`src/rtl/accum_32bit_pkg.sv`:
```
// Shared definitions for the 32-bit beat accumulator: datapath widths and
// the two-state control encoding.
package accum_32bit_pkg;

  localparam int DATA_W = 32;
  localparam int SUM_W  = 64;

  typedef enum logic {
    ACC  = 1'b0,
    HOLD = 1'b1
  } state_t;

endpackage

```
`src/rtl/adder_32bit.sv`:
```
// Plain 32-bit ripple/adder primitive with carry out; the low accumulator
// word is built on this block.
module adder_32bit (
  input  logic [31:0] a,
  input  logic [31:0] b,
  output logic [31:0] s,
  output logic        c32
);

  assign {c32, s} = {1'b0, a} + {1'b0, b};

endmodule

```
`src/rtl/accum_32bit.sv`:
```
// Accumulates a group of 32-bit beats into a 64-bit sum with a saturating
// beat counter; the result is held until the consumer handshakes it.
module accum_32bit
  import accum_32bit_pkg::*;
#(
  parameter int CNT_W = 8
) (
  input  logic               clk,
  input  logic               rst_n,
  input  logic               in_valid,
  output logic               in_ready,
  input  logic [DATA_W-1:0]  in_data,
  input  logic               in_last,
  output logic               out_valid,
  input  logic               out_ready,
  output logic [SUM_W-1:0]   out_sum,
  output logic [CNT_W-1:0]   out_count,
  output logic               out_cnt_sat
);

  state_t              state, state_nxt;
  logic [DATA_W-1:0]   acc_lo, acc_hi;
  logic [DATA_W-1:0]   lo_sum;
  logic                lo_carry;
  logic [CNT_W-1:0]    cnt;
  logic                cnt_sat;
  logic                accept;
  logic                drain;

  adder_32bit u_adder (
    .a   (acc_lo),
    .b   (in_data),
    .s   (lo_sum),
    .c32 (lo_carry)
  );

  assign accept = in_valid && in_ready;
  assign drain  = out_valid && out_ready;

  // NOTE: every output of a combinational block is given a default first so
  // no path leaves it unassigned and a latch cannot be inferred.
  always_comb begin
    state_nxt = state;
    in_ready  = 1'b0;
    out_valid = 1'b0;
    case (state)
      ACC: begin
        in_ready = 1'b1;
        if (accept && in_last) state_nxt = HOLD;
      end
      HOLD: begin
        out_valid = 1'b1;
        if (drain) state_nxt = ACC;
      end
      default: state_nxt = ACC;
    endcase
  end

  // NOTE: state registers use non-blocking assignments so every flop samples
  // the pre-edge values regardless of statement order.
  always_ff @(posedge clk or negedge rst_n) begin
    if (!rst_n) begin
      state   <= ACC;
      acc_lo  <= '0;
      acc_hi  <= '0;
      cnt     <= '0;
      cnt_sat <= 1'b0;
    end else begin
      state <= state_nxt;
      if (drain) begin
        acc_lo  <= '0;
        acc_hi  <= '0;
        cnt     <= '0;
        cnt_sat <= 1'b0;
      end else if (accept) begin
        acc_lo <= lo_sum;
        acc_hi <= acc_hi + DATA_W'(lo_carry);
        // Counter sticks at all-ones; a beat arriving there flags saturation.
        if (&cnt) cnt_sat <= 1'b1;
        else      cnt     <= cnt + 1'b1;
      end
    end
  end

  assign out_sum     = {acc_hi, acc_lo};
  assign out_count   = cnt;
  assign out_cnt_sat = cnt_sat;

endmodule
```
`config.mk`:
```
export PLATFORM = sky130hd
export DESIGN_NAME = accum_32bit
export DESIGN_NICKNAME = d
export VERILOG_FILES = /design/src/rtl/accum_32bit_pkg.sv /design/src/rtl/adder_32bit.sv /design/src/rtl/accum_32bit.sv
export SDC_FILE = /design/constraint.sdc
export NUM_CORES = 1
export LEC_CHECK = 0
export CAP_MARGIN = 40
export CORE_MARGIN = 10
export CORE_UTILIZATION = 34
export CTS_CLUSTER_DIAMETER = 60
export CTS_CLUSTER_SIZE = 25
export DETAILED_ROUTE_END_ITERATION = 8
export GPL_TIMING_DRIVEN = 0
export SLEW_MARGIN = 30
export SYNTH_ARGS = -nofsm -noshare
export SYNTH_HDL_FRONTEND = slang
export SYNTH_SLANG_ARGS = --single-unit
```
`constraint.sdc`:
```
create_clock -name clk -period 3.2 [get_ports clk]
set_input_delay 0.64 -clock clk [delete_from_list [all_inputs] [get_ports clk]]
set_output_delay 0.64 -clock clk [all_outputs]
set_load 0.01 [all_outputs]
```
Yosys cells after proc, flatten, opt, wreduce, memory -nomap -nowiden
Cells that the tools add are included.
{ "word_totals": {"ff_bits": 74, "latchBits": 0, "ram_bits": 0, "romBits": 0, "inputBits": 37, "output_inout_bits": 75, "n_memories": 0} }
{ "classes": {"addsub": 3, "n_mul": 0, "div_mod_pow": 0, "magnitude_cmp": 0, "n_eq_ne": 1, "shift": 0, "muxes": 15, "bitwise_logic": 1, "n_reduce_logical": 8} }
{ "op_table": {"columns": ["cell", "count"], "rows": [
  ["$mux W32", 4],
  ["$add A32 B32 Y33", 1],
  ["$add A32 B1 Y32", 1],
  ["$mux W8", 3],
  ["$add A8 B1 Y8 const B", 1],
  ["$reduce_and A8 Y1", 1],
  ["$mux W1", 7],
  ["$reduce_and A2 Y1", 2],
  ["$reduce_bool A2 Y1", 2],
  ["$logic_and A1 B1 Y1", 3],
  ["$ne A2 B2 Y1 const B", 1],
  ["$pmux W1 S2", 1],
  ["$not A1 Y1", 1]
]} }

Depth between registers and ports, before layout
Gate-level depths: netlist of the first run.
{ "logic_depth": {"depth_word": 5, "mapped_depth": 18, "mapped_depth_nobuf": 18} }

Modules after synthesis
Synthesis of the first run repeated with hierarchy kept, for this count alone.
{ "unflattened": {"cells_unflattened": 575, "hier_area_um2": 5311.3} }
{ "modules_own_cells": {"columns": ["module", "n_inst", "cells_each", "area_each_um2", "seq_area_each_um2"], "rows": [
  ["accum_32bit", 1, 301, 3409.5, 1851.8],
  ["adder_32bit", 1, 274, 1901.8, 0.0]
]} }

Worst setup path before layout of the first run
OpenSTA, ideal clock, no wires.
{ "synth_timing": {"path_type": "input to register", "start": "in in_data[0]", "end": "reg acc_hi[27]", "setup_ns": 0.119, "arrival_time_ns": 3.741, "required_ns": 3.081, "path_slack_ns": -0.660, "stages": 17, "cell_sequence": "ha_1 inv_1 fa_1 nand2b_1 a21o_1 a211o_2 a21oi_1 o31ai_1 a21oi_1 a211o_1 ha_1 nand3_1 nor2b_1 nand4_1 or3_1 xnor2_1 and2_1"} }
{ "synth_between": {"elab_chain_cells": 4} }
{ "synth_rtl": {"columns": ["element", "line", "rtl"], "rows": [
  ["start, declared", "accum_32bit.sv:12", "input logic [DATA_W-1:0] in_data,"],
  ["$add A32 B32 Y33", "adder_32bit.sv:10", "assign {c32, s} = {1'b0, a} + {1'b0, b};"],
  ["$add A32 B1 Y32", "accum_32bit.sv:77", "acc_hi <= acc_hi + DATA_W'(lo_carry);"],
  ["$mux W32", "accum_32bit.sv:75", "end else if (accept) begin"],
  ["$mux W32", "accum_32bit.sv:70", "if (drain) begin"],
  ["end signal, assigned", "accum_32bit.sv:77", null],
  ["end, declared", "accum_32bit.sv:22", "logic [DATA_W-1:0] acc_lo, acc_hi;"]
]} }
Every way passes these cells. The select of a mux whose other input is x is not followed.
A chain may end at the register's enable or synchronous reset.

Final worst setup path of the first run
{ "layout_timing": {"start": "in in_data[1]", "end": "reg acc_hi[27]"} }
The elaborated chain is that of the path after synthesis.

==> results of run 1 <==
layer usage:
layer | part of all wire [%] | global-route usage (%) | routed length, um | vias to the layer above
met2 | 46 | 25.4 | 7400 | 133
met1 | 46 | 20.4 | 7380 | 2374
li1 | - | - | - | 2365
met5 | 0 | 0 | 0 | -
met3 | 6.4 | 4.33 | 1020 | 16
met4 | 1.4 | 4.95 | 227 | 0
where the power goes:
group / switching (mW) / internal (mW) / leakage (nW)
sequential: 0.255 / 1.16 / 0.979
combinational: 1.60 / 1.65 / 2.13
clock: 0.455 / 0.619 / 0.153
total: 2.31 / 3.43 / 3.26
cell type report:
| class | instances | area, um2 |
|---|---|---|
| Buffer | 14 | 53.8 |
| Clock buffer | 9 | 225 |
| Clock inverter | 7 | 85.1 |
| Fill cell | 1257 | 6580 |
| Inverter | 13 | 48.8 |
| Multi-Input combinational cell | 449 | 3450 |
| Sequential cell | 74 | 1850 |
| Tap cell | 180 | 225 |
| Timing Repair Buffer | 162 | 1530 |
sequential cells by signal, summed over array words and instances, names as in the netlist:
name / count
acc_hi: 32
acc_lo: 32
out_cnt_sat: 1
out_count: 8
state: 1
worst min-delay path by stage:
| stage | end | slack (ps) | depth (start not counted) | startpoint |
|---|---|---|---|---|
| final | acc_hi[14]$_DFFE_PN0P_ | 130 | 1 | rst_n |
| after global routing | acc_lo[15]$_DFFE_PN0P_ | 150 | 1 | rst_n |
| after CTS | acc_lo[15]$_DFFE_PN0P_ | 130 | 1 | rst_n |
| after detailed placement | acc_hi[31]$_DFFE_PN0P_ | 480 | 1 | acc_hi[31]$_DFFE_PN0P_ |
| after global placement | acc_hi[31]$_DFFE_PN0P_ | 470 | 1 | acc_hi[31]$_DFFE_PN0P_ |
| after floorplan | acc_hi[0]$_DFFE_PN0P_ | 340 | 0 | rst_n |
placed cells by master (no fill, tap or decap), types with 9 or more instances in the layout:
| cell | instances |
|---|---|
| and3_1 | 11 |
| nand3_2 | 9 |
| nand4_1 | 15 |
| ha_4 | 19 |
| dfrtp_1 | 72 |
| o21ai_0 | 35 |
| mux2i_1 | 11 |
| and2_1 | 10 |
| nor2_1 | 34 |
| a21oi_1 | 24 |
| xor2_1 | 22 |
| o21ai_1 | 10 |
| inv_1 | 10 |
| ha_1 | 12 |
| a21o_1 | 17 |
| xnor2_1 | 16 |
| nand2_1 | 70 |
| buf_4 | 46 |
| clkbuf_1 | 12 |
| nand3_1 | 17 |
| clkdlybuf4s50_1 | 91 |
| clkbuf_16 | 9 |
what timing repair did:
item                       4_1_cts  5_1_grt
resized for setup               55       62
setup endpoints to repair       32       34
pin swaps                       27       33
buffers inserted                30       20
worst max-delay path: cells and delay by family:
family	cells	cell delay (ps)
buf+inv	2	270
fa+ha+maj	2	540
simple gates	6	1070
xor+xnor	1	130
compound gates	6	1120
cell usage after synthesis (3+ instances only):
cell      instances  area share (%)
o21bai_1          5            0.76
nand3_1          27             2.7
buf_2             4            0.41
inv_1            13            0.99
o21a_1            4            0.61
o21ai_1           5            0.51
clkbuf_1         16             1.2
a22o_1            6             1.1
xnor2_1          16             2.8
a211oi_1          3            0.46
and4_1            8             1.4
mux2i_1          11             2.2
nand4_1          15             1.9
nand2b_1          3            0.38
o21ai_0          42             4.3
a21oi_2           3            0.53
nor2b_1           5            0.64
o31ai_1           8             1.2
a211o_1           3            0.53
nand2_1          77             5.9
and2_1           11             1.4
a32o_1            3            0.61
a31oi_1           7            0.89
xor2_1           22             3.9
a21o_1           17             2.6
o211ai_1          6            0.92
and3_1           11             1.4
or3_1             4            0.51
ha_1             35             8.9
a21oi_1          34             3.5
dfrtp_1          74              38
nor2_1           38             2.9
cells by family (layout without fill, tap and decap cells):
| kind of cell | count (synthesis) | count (layout) | share of synthesized area, % |
|---|---|---|---|
| xor gates and xnor gates | 38 | 38 | 6.77 |
| and+or+nand+nor | 206 | 206 | 20.1 |
| DFF | 74 | 74 | 37.7 |
| buffers and inverters | 35 | 205 | 2.93 |
| AOI/OAI and AO/OA | 157 | 157 | 20.8 |
| muxes | 12 | 12 | 2.47 |
| adders and majority gates | 36 | 36 | 9.31 |
==> flow_metrics.tcl, run 1 <==
set metrics [dict create \
    fin_hold_ws_ps 133 \
    synth_warnings 0 \
    clock_tree.root_cell "clkbuf_16" \
    max-cap-violations 0 \
    globalRouteOverflowTotal 0 \
    crit_path_max_fanout 3 \
    timing_worst_setup_path_type "in -> reg" \
    cellLeakagePower_nw 3.26 \
    gr-usage-all-layers_pct 15.9 \
    first_global_vias 5050 \
    num_rows 43 \
    dpl.hpwl_um 11600 \
    initial_util_pct 35.0 \
    sum_of_routed_wire_length_over_all_layers_um 16000 \
    clock_tree_from_tritoncts "built" \
    dr_total_vias 4888 \
    postSynthCellCount 558 \
    synth_seq_cells 74 \
    drtIter0Drc 239 \
    worst_setup_path_endpoint "acc_hi[27]$_DFFE_PN0P_" \
    place_area_mm2 0.00640 \
    worst_ep_required_time_ps 3440 \
    setup_violations 26 \
    tns_ps -4700 \
    critical_path.cell_chain "clkdlybuf4s15_2, inv_2, fa_2, nand2b_4, a21o_1, a211o_4, a21oi_4, o31ai_4, a21oi_2, a211o_1, ha_4, nand3_4, nor2b_4, nand4_1, or3_4, xnor2_1, and2_1" \
    launch_point_of_the_worst_reg_to_reg_path "acc_lo[0]$_DFFE_PN0P_" \
    fmaxAchievable_mhz 285 \
    hold_buf_count_cts 0 \
    finalWorstSetupSlack_ps -314 \
    cts.sink_count 74 \
    clk_latency_ps 350 \
    p_total_mw 5.74 \
    preCtsSetupSlack_ps -1530 \
    critPathCaptureType "register" \
    cts-buffers-inserted 9 \
    synth-seq-area-share_pct 37.7 \
    timing.reg2reg.worst_path_depth 17 \
    drtPass1Iterations 4 \
    worst_case_headroom_to_the_max_slew_limit_pct 56.7 \
    timing.critical_path.from "in_data[1]" \
    ir_worst_vdd_mv 0.347 \
    worstSetupStartpointType "input pin" \
    async_reset_ff_share_pct 100 \
    holdCritPathClass "in -> async" \
    final.min_clock_period_ps 3510 \
    syn-mean-instance-area_um2 8.81 \
    mean_number_of_vias_per_cell 5.38 \
    layout-area-overhead-vs-synth_pct 51.8 \
    post_synth_instance_area_mm2 0.00492 \
    synth_ff_type "dfrtp_1" \
    critPathArrivalTime_ps 3760 \
    clock_tree.htree_level_count 3 \
    floorplan.die_area_mm2 0.0197 \
    post_route_cells_drive_above_1_share_pct 21.3 \
    hold_viol_final 0 \
    grt_pass1_wl_um 26200 \
    finClkSkew_ps 8.93 \
    net_count_after_synthesis 631 \
    regToRegEndpoint "acc_hi[27]$_DFFE_PN0P_" \
    worst_setup_slack_for_register_to_register_paths_ps -290 \
    antenna_left 0 \
    result_of_the_run "complete, but fails checks" \
    grt_start_max_net_pins 57 \
    failed_checks "negative setup slack" \
    cpMaxStageDelayCell "or3_4" \
    wl_per_cell_um 17.7 \
    finalWeightedCongestion 0.907 \
    crit_path_max_incr_delay_ps 380 \
    grt_setup_unrepaired "yes" \
    drc 0 \
    layout.nets 796 \
    post-place-cells 850 \
    port_buffers 111 \
    insertedDiodeCount 0 \
    max_slew.worst_pin.slew_ps 649 \
    post_synth_num_cell_types 50 \
    final-instance-count-excl-fill 908 \
    final_cell_area_mm2 0.00746 \
    die_h_um 140 \
    floorplan.core_area_mm2 0.0140 \
    cts-root-to-sink-buffers 2 \
    post-route-util_pct 53.1 \
    die_width_um 140 \
    clkSlewWorstSetupHoldPaths_ps 70 \
    post-route-period-util_pct 110 \
    number_of_antenna_violations_at_the_first_check_in_global_routing 0 \
    timing.final.max_slew_violations 0 \
    design.portCount 112 \
    pwr_per_cell_area_mw_per_mm2 768 \
    synth-edff-count 0 \
]
No activity file was read; power rests on OpenSTA's default activity.
==> run 2, diff against run 1 <==
--- a/config.mk
+++ b/config.mk
@@ -5,13 +5,15 @@
 export SDC_FILE = /design/constraint.sdc
 export NUM_CORES = 1
 export LEC_CHECK = 0
+export ABC_AREA = 1
 export CAP_MARGIN = 40
 export CORE_MARGIN = 10
-export CORE_UTILIZATION = 34
+export CORE_UTILIZATION = 48
 export CTS_CLUSTER_DIAMETER = 60
 export CTS_CLUSTER_SIZE = 25
 export DETAILED_ROUTE_END_ITERATION = 8
 export GPL_TIMING_DRIVEN = 0
+export PLACE_DENSITY = 0.77
 export SLEW_MARGIN = 30
 export SYNTH_ARGS = -nofsm -noshare
 export SYNTH_HDL_FRONTEND = slang
==> run 2 against run 1 <==
The run still ends with negative setup slack left. Clock-buffer cell count up 3. First-iteration DRC count rose to 2.5 times the previous value. Combinational power up 18%. Critical path depth up 5.
==> flow_metrics.tcl, run 2 <==
set metrics [dict create \
    cts-buffers-inserted 9 \
    critical_path.cell_chain "ha_4, inv_2, fa_2, inv_2, nand2_4, o21ai_4, nand2_1, nand3_2, nand2_2, nand2_2, nand2_2, nand3_4, ha_4, ha_4, nand3_4, nor2_4, nand3_4, nor4_4, buf_6, nand2_2, nand3_1, nand2_1" \
    grt.busiest_layer "met2" \
    cts.sink_count 74 \
    synth_area_leader_cell "dfrtp_1" \
    net_count_after_synthesis 1032 \
    dr_total_vias 6838 \
    port_buffers 111 \
    place_area_mm2 0.00736 \
    share_seq_of_total_power_pct 23.1 \
    antenna_left 0 \
    preCtsSetupSlack_ps -1140 \
    setup_violations 8 \
    wl_per_cell_um 15.5 \
    switching_power_total_mw 2.87 \
    dpl.hpwl_um 14400 \
    final.min_clock_period_ps 3270 \
    result_of_the_run "complete, but fails checks" \
    layout-area-overhead-vs-synth_pct 44.4 \
    hold_viol_final 0 \
    max_slew.worst_pin.slew_ps 898 \
    postSynthCellCount 959 \
    layout.nets 1217 \
    synth_ff_type "dfrtp_1" \
    synth_top_cells_by_area "dfrtp_1, nand2_1, inv_1" \
    internal_pwr_total_mw 3.48 \
    floorplan.die_area_mm2 0.0173 \
    muxShareOfSynthArea_pct 0 \
    initial_util_pct 49.3 \
    insertedDiodeCount 0 \
    die_width_um 131 \
    crit_path_max_fanout 6 \
    worst_ep_required_time_ps 3440 \
    post_route_cells_drive_above_1_share_pct 15.2 \
    crit_path_max_incr_delay_ps 400 \
    worst_case_headroom_to_the_max_slew_limit_pct 39.7 \
    grt_use_met1_pct 26.4 \
    cp.buffers_inverters 3 \
    first_global_vias 6704 \
    clkSlewWorstSetupHoldPaths_ps 60 \
    critPathArrivalTime_ps 3500 \
    cp_top_family "simple AND/OR/NAND/NOR gates" \
    post-route-util_pct 71.1 \
    holdCritPathClass "in -> async" \
    timing.critical_path.from "acc_lo[0]$_DFFE_PN0P_" \
    largest_family_of_logic_cells_by_synthesized_area "simple AND/OR/NAND/NOR gates" \
    commonest_non_fill_non_tap_cell_in_the_layout "nand2_1" \
    p_total_mw 6.35 \
    globalRouteOverflowTotal 0 \
    clock_tree_from_tritoncts "built" \
    synth-edff-count 0 \
    post_synth_num_cell_types 41 \
    max-cap-violations 0 \
    clock_tree.root_cell "clkbuf_16" \
    synth_common_cells "nand2_1, inv_1, nor2_1, dfrtp_1, nand3_1" \
    grt_pass1_wl_um 32800 \
    synth_warnings 0 \
    finalWeightedCongestion 0.952 \
    globalRouteMet3Util_pct 6.21 \
    launch_point_of_the_worst_reg_to_reg_path "acc_lo[0]$_DFFE_PN0P_" \
    syn-mean-instance-area_um2 6.22 \
    synth_simple_gate_area_share_pct 39.6 \
    finClkSkew_ps 10.4 \
    mean_number_of_vias_per_cell 5.19 \
    drc 0 \
    ir_worst_vdd_mv 0.376 \
    synth_seq_cells 74 \
    synth_compound_gate_area_share_pct 9.06 \
    async_reset_ff_share_pct 100 \
    die_h_um 131 \
    grt_setup_unrepaired "yes" \
    drtPass1Iterations 7 \
    cpMaxStageDelayCell "dfrtp_1" \
    grt_start_max_net_pins 42 \
    grt_util_met2_pct 39.5 \
    yosys.area.top_type_share_pct 31.0 \
    sum_of_routed_wire_length_over_all_layers_um 20500 \
    fmaxAchievable_mhz 306 \
    timing_worst_setup_path_type "reg -> reg" \
    area_share_of_fa_ha_maj_cells_after_synthesis_pct 7.68 \
    finalWorstSetupSlack_ps -65.1 \
    clock_tree.htree_level_count 3 \
    design.portCount 112 \
    pwr_per_cell_area_mw_per_mm2 737 \
    timing.final.max_slew_violations 0 \
    seq_area_mm2 0.00185 \
    timing.reg2reg.worst_path_depth 22 \
    worstSetupStartpointType "register" \
    num_rows 40 \
    clk_latency_ps 350 \
    power.share.combinational_pct 60.3 \
    cellLeakagePower_nw 4.44 \
    critical_path.most_common_cell "nand2_2" \
    post_synth_instance_area_mm2 0.00597 \
    floorplan.core_area_mm2 0.0121 \
    number_of_antenna_violations_at_the_first_check_in_global_routing 0 \
    yosys.area_share.xor_xnor_pct 0.587 \
    final_cell_mix "nand2_1, inv_1, clkdlybuf4s50_1" \
    filler_cell_count 1044 \
    post-synth-top-count-cell "nand2_1" \
    share_of_power_burned_in_the_clock_network_pct 16.6 \
    post-route-period-util_pct 102 \
    worst_setup_slack_for_register_to_register_paths_ps -70 \
    drtIter0Drc 609 \
    multi_input_comb_area_mm2 0.00395 \
    critPathCaptureType "register" \
    final_cell_area_mm2 0.00862 \
    failed_checks "negative setup slack" \
    synth-seq-area-share_pct 31.0 \
    cts-root-to-sink-buffers 2 \
    switching_share_pct 45.2 \
    gr-usage-all-layers_pct 22.7 \
    regToRegEndpoint "acc_hi[20]$_DFFE_PN0P_" \
]
==> run 2: cell types whose count changed after synthesis, sizes merged, moves of 12 or more <==
cell and change:
a21o -16, nor3 +17, nand3 +40, nand2 +283, clkbuf -12, nor2 +43
xnor2 -14, inv +162, xor2 -20
==> run 2: worst max path at each step <==
stage | to | slack (ps) | depth (start not counted)
floorplan | acc_hi[28]$_DFFE_PN0P_ | -60 | 21
CTS | acc_hi[16]$_DFFE_PN0P_ | 0.04 | 24
detailed placement | acc_hi[28]$_DFFE_PN0P_ | -1140 | 22
global route | acc_hi[22]$_DFFE_PN0P_ | -220 | 22
finish | acc_hi[20]$_DFFE_PN0P_ | -70 | 22
global placement | acc_hi[21]$_DFFE_PN0P_ | -1260 | 1
==> run 2: layer usage <==
metal  part of all wire, %  vias up
met2                    48      250
met5                     0        -
li1                      -     3377
met1                    42     3161
met3                   6.9       50
met4                   2.9        0
==> run 2: timing repair <==
item,4_1_cts,5_1_grt
setup buffers,45,17
endpoints found under the setup margin,28,20
pin swaps,35,30
hold buffers,0,0
gates resized for setup,69,35
==> run 2: power by group through the flow <==
stage / combinational [mW] / sequential [mW] / clock (mW)
after global placement: 3.07 / 1.40 / 0
final: 3.83 / 1.47 / 1.05
after floorplan: 1.89 / 1.46 / 0
after detailed placement: 3.12 / 1.40 / 0
after CTS: 3.64 / 1.46 / 1.07
after global routing: 4.24 / 1.51 / 1.10
==> run 2: metrics by stage <==
| step | std cells | setup TNS [ps] | hold WS, ps |
|---|---|---|---|
| after global placement | 1238 | -115410 | 469 |
| after CTS | 1300 | 0 | 302 |
| after global routing | 1317 | -2110 | 325 |
| final | 1317 | -295 | 290 |
| after floorplan | 959 | -147 | 344 |
| after detailed placement | 1239 | -23640 | 475 |
==> run 2: cell families after synthesis <==
family          after synthesis
simple gates                557
buf+inv                     188
compound gates              100
flops                        74
fa+ha+maj                    36
xor+xnor                      4
==> run 2: worst reg2reg max path, stage by stage, from the launching register on <==
cell,delay [ps]
dfrtp_1,400
ha_4,150
inv_2,40
fa_2,390
inv_2,90
nand2_4,60
o21ai_4,170
nand2_1,80
nand3_2,100
nand2_2,70
nand2_2,90
nand2_2,70
nand3_4,90
ha_4,150
ha_4,140
nand3_4,70
nor2_4,210
nand3_4,120
nor4_4,300
buf_6,170
nand2_2,40
nand3_1,90
nand2_1,60
==> run 2: area by class of cell <==
| class | instances | area share [%] |
|---|---|---|
| buffer | 13 | 0.712 |
| clock buffer | 12 | 2.86 |
| clock inverter | 4 | 0.595 |
| inverter | 175 | 7.62 |
| multi-input combinational | 697 | 45.8 |
| sequential | 74 | 21.5 |
| tap | 168 | 2.44 |
| timing repair buffer | 174 | 18.4 |
==> run 3, diff against run 2 <==
--- a/config.mk
+++ b/config.mk
@@ -7,13 +7,12 @@
 export LEC_CHECK = 0
 export ABC_AREA = 1
 export CAP_MARGIN = 40
-export CORE_MARGIN = 10
-export CORE_UTILIZATION = 48
+export CORE_UTILIZATION = 54
 export CTS_CLUSTER_DIAMETER = 60
 export CTS_CLUSTER_SIZE = 25
 export DETAILED_ROUTE_END_ITERATION = 8
 export GPL_TIMING_DRIVEN = 0
-export PLACE_DENSITY = 0.77
+export PLACE_DENSITY = 0.82
 export SLEW_MARGIN = 30
 export SYNTH_ARGS = -nofsm -noshare
 export SYNTH_HDL_FRONTEND = slang
==> constraint.sdc (replaced) <==
create_clock -name clk -period 3.8 [get_ports clk]
set_input_delay 0.76 -clock clk [delete_from_list [all_inputs] [get_ports clk]]
set_output_delay 0.76 -clock clk [all_outputs]
set_load 0.01 [all_outputs]
==> run 3 against run 2 <==
The flow now finishes without violations. Utilization shrank 0.084 points. Die area shrank 34%. Worst hold slack gained 75 ps. Clock power shrank 44%. Combinational power shrank 30%. First-iteration DRC count shrank 34%. Cell count shrank 5.7%. Register-to-register slack gained 520 ps. Critical endpoint is now acc_hi[21]$_DFFE_PN0P_. Largest cell class unchanged. Largest power group unchanged.
==> flow_metrics.tcl, run 3 (synthesized netlist as in run 2, its figures left out) <==
set metrics [dict create \
    layout-area-overhead-vs-synth_pct 28.5 \
    internal_pwr_total_mw 2.31 \
    hold_viol_final 0 \
    sum_of_routed_wire_length_over_all_layers_um 17000 \
    pwr_per_cell_area_mw_per_mm2 581 \
    globalRouteMet3Util_pct 3.59 \
    clk_latency_ps 360 \
    timing_worst_setup_path_type "in -> reg" \
    critPathCaptureType "register" \
    grt_use_met1_pct 39.4 \
    place_area_mm2 0.00727 \
    num_rows 38 \
    cpMaxStageDelayCell "clkdlybuf4s50_1" \
    drtIter0Drc 402 \
    worst_case_headroom_to_the_max_slew_limit_pct 41.4 \
    dpl.hpwl_um 12900 \
    final_cell_area_mm2 0.00767 \
    cts-root-to-sink-buffers 2 \
    post_route_cells_drive_above_1_share_pct 6.99 \
    design.portCount 112 \
    clock_tree.root_cell "clkbuf_8" \
    timing.final.max_slew_violations 0 \
    clkSlewWorstSetupHoldPaths_ps 90 \
    first_global_vias 6102 \
    fmaxAchievable_mhz 277 \
    p_total_mw 4.45 \
    critical_path.most_common_cell "nand2_2" \
    holdCritPathClass "in -> async" \
    gr-usage-all-layers_pct 30.8 \
    drtPass1Iterations 5 \
    insertedDiodeCount 0 \
    commonest_non_fill_non_tap_cell_in_the_layout "nand2_1" \
    initial_util_pct 55.3 \
    antenna_left 0 \
    post-place-cells 1211 \
    filler_cell_count 942 \
    wl_per_cell_um 13.7 \
    ir_worst_vdd_mv 0.301 \
    setup_violations 0 \
    hold_buf_count_cts 0 \
    switching_share_pct 48.2 \
    mean_number_of_vias_per_cell 5.24 \
    power.share.combinational_pct 60.3 \
    floorplan.core_area_mm2 0.0108 \
    drc 0 \
    grt_start_max_net_pins 40 \
    max-cap-violations 0 \
    fin_hold_ws_ps 365 \
    globalRouteOverflowTotal 0 \
    result_of_the_run "completed" \
    grt.busiest_layer "met2" \
    switching_power_total_mw 2.15 \
    die_width_um 107 \
    die_h_um 107 \
    tns_ps 0 \
    crit_path_max_fanout 5 \
    worstSetupStartpointType "input pin" \
    share_seq_of_total_power_pct 26.4 \
    port_buffers 111 \
    clock_tree_from_tritoncts "built" \
    number_of_antenna_violations_at_the_first_check_in_global_routing 0 \
    share_of_power_burned_in_the_clock_network_pct 13.3 \
    floorplan.die_area_mm2 0.0115 \
    layout.nets 1170 \
    final_cell_mix "nand2_1, inv_1, clkdlybuf4s50_1" \
    grt_pass1_wl_um 27900 \
    cts.sink_count 74 \
    max_slew.worst_pin.slew_ps 873 \
    final-instance-count-excl-fill 1242 \
    final.min_clock_period_ps 3610 \
    critPathArrivalTime_ps 3870 \
    grt_util_met2_pct 51.8 \
    cp_top_family "simple AND/OR/NAND/NOR gates" \
    cellLeakagePower_nw 4.06 \
    finalWeightedCongestion 0.978 \
    clock_tree.htree_level_count 3 \
    worst_ep_required_time_ps 4050 \
    dr_total_vias 6504 \
    cp.buffers_inverters 4 \
    crit_path_max_incr_delay_ps 410 \
    finClkSkew_ps 13.5 \
    critical_path.cell_chain "clkdlybuf4s50_1, ha_1, nand2_1, nor2_2, and2_1, nand2_1, nand3_2, nand2_2, nand2_2, nand2_2, nand3_4, ha_4, buf_6, nand3_4, nor2_4, inv_2, nor3_4, nand3_2, nor2_2, nor2_1, nor2_1, inv_1" \
    cts-buffers-inserted 9 \
    post-route-period-util_pct 95.1 \
]
## run 3: metrics by stage
stage	utilization (%)	worst slack, ps
2_1_floorplan	-	340
3_3_place_gp	67.2	-788
3_5_place_dp	67.4	-889
4_1_cts	70.0	0.796
5_1_grt	71.1	-5.98
6_report	71.1	188
## run 3: what timing repair did
item,in CTS,in global routing
buffers inserted,7,8
resized for setup,12,15
setup endpoints to repair,20,17
pin swaps,6,14
## run 3: path summary, 6_finish.rpt
check                                              from                  endpoint  slack, ps  cells after the start
worst max-delay path                         in_data[9]    acc_hi[21]$_DFFE_PN0P_        190                     22
worst max register to register    acc_lo[0]$_DFFE_PN0P_    acc_hi[21]$_DFFE_PN0P_        450                     23
worst min register to register  out_cnt_sat$_DFFE_PN0P_   out_cnt_sat$_DFFE_PN0P_        500                      2
max in group asynchronous                         rst_n  out_count[2]$_DFFE_PN0P_       2850                      2
worst min-delay path                              rst_n     acc_lo[9]$_DFFE_PN0P_        360                      1
min in group clk                out_cnt_sat$_DFFE_PN0P_   out_cnt_sat$_DFFE_PN0P_        500                      2
## run 3: cell type report
type / instances / area, um2 / area share [%]
Inverter: 175 / 657 / 8.57
Multi-Input combinational cell: 697 / 3500 / 45.6
Timing Repair Buffer: 127 / 1250 / 16.3
Sequential cell: 74 / 1850 / 24.1
Clock inverter: 6 / 48.8 / 0.636
Buffer: 13 / 61.3 / 0.799
Clock buffer: 10 / 128 / 1.66
Tap cell: 140 / 175 / 2.28
## run 3: metal layers
metal / wire [um] / vias to the layer above
li1: - / 3276
met2: 8100 / 266
met3: 1130 / 47
met1: 7230 / 2915
met5: 0 / -
met4: 536 / 0
## run 3: power groups by stage
stage	registers [mW]	clock network [mW]	logic, mW
after floorplan	1.23	0	1.58
after global placement	1.18	0	2.52
after detailed placement	1.18	0	2.56
after CTS	1.17	0.599	2.62
after global routing	1.20	0.637	3.05
final	1.17	0.591	2.69
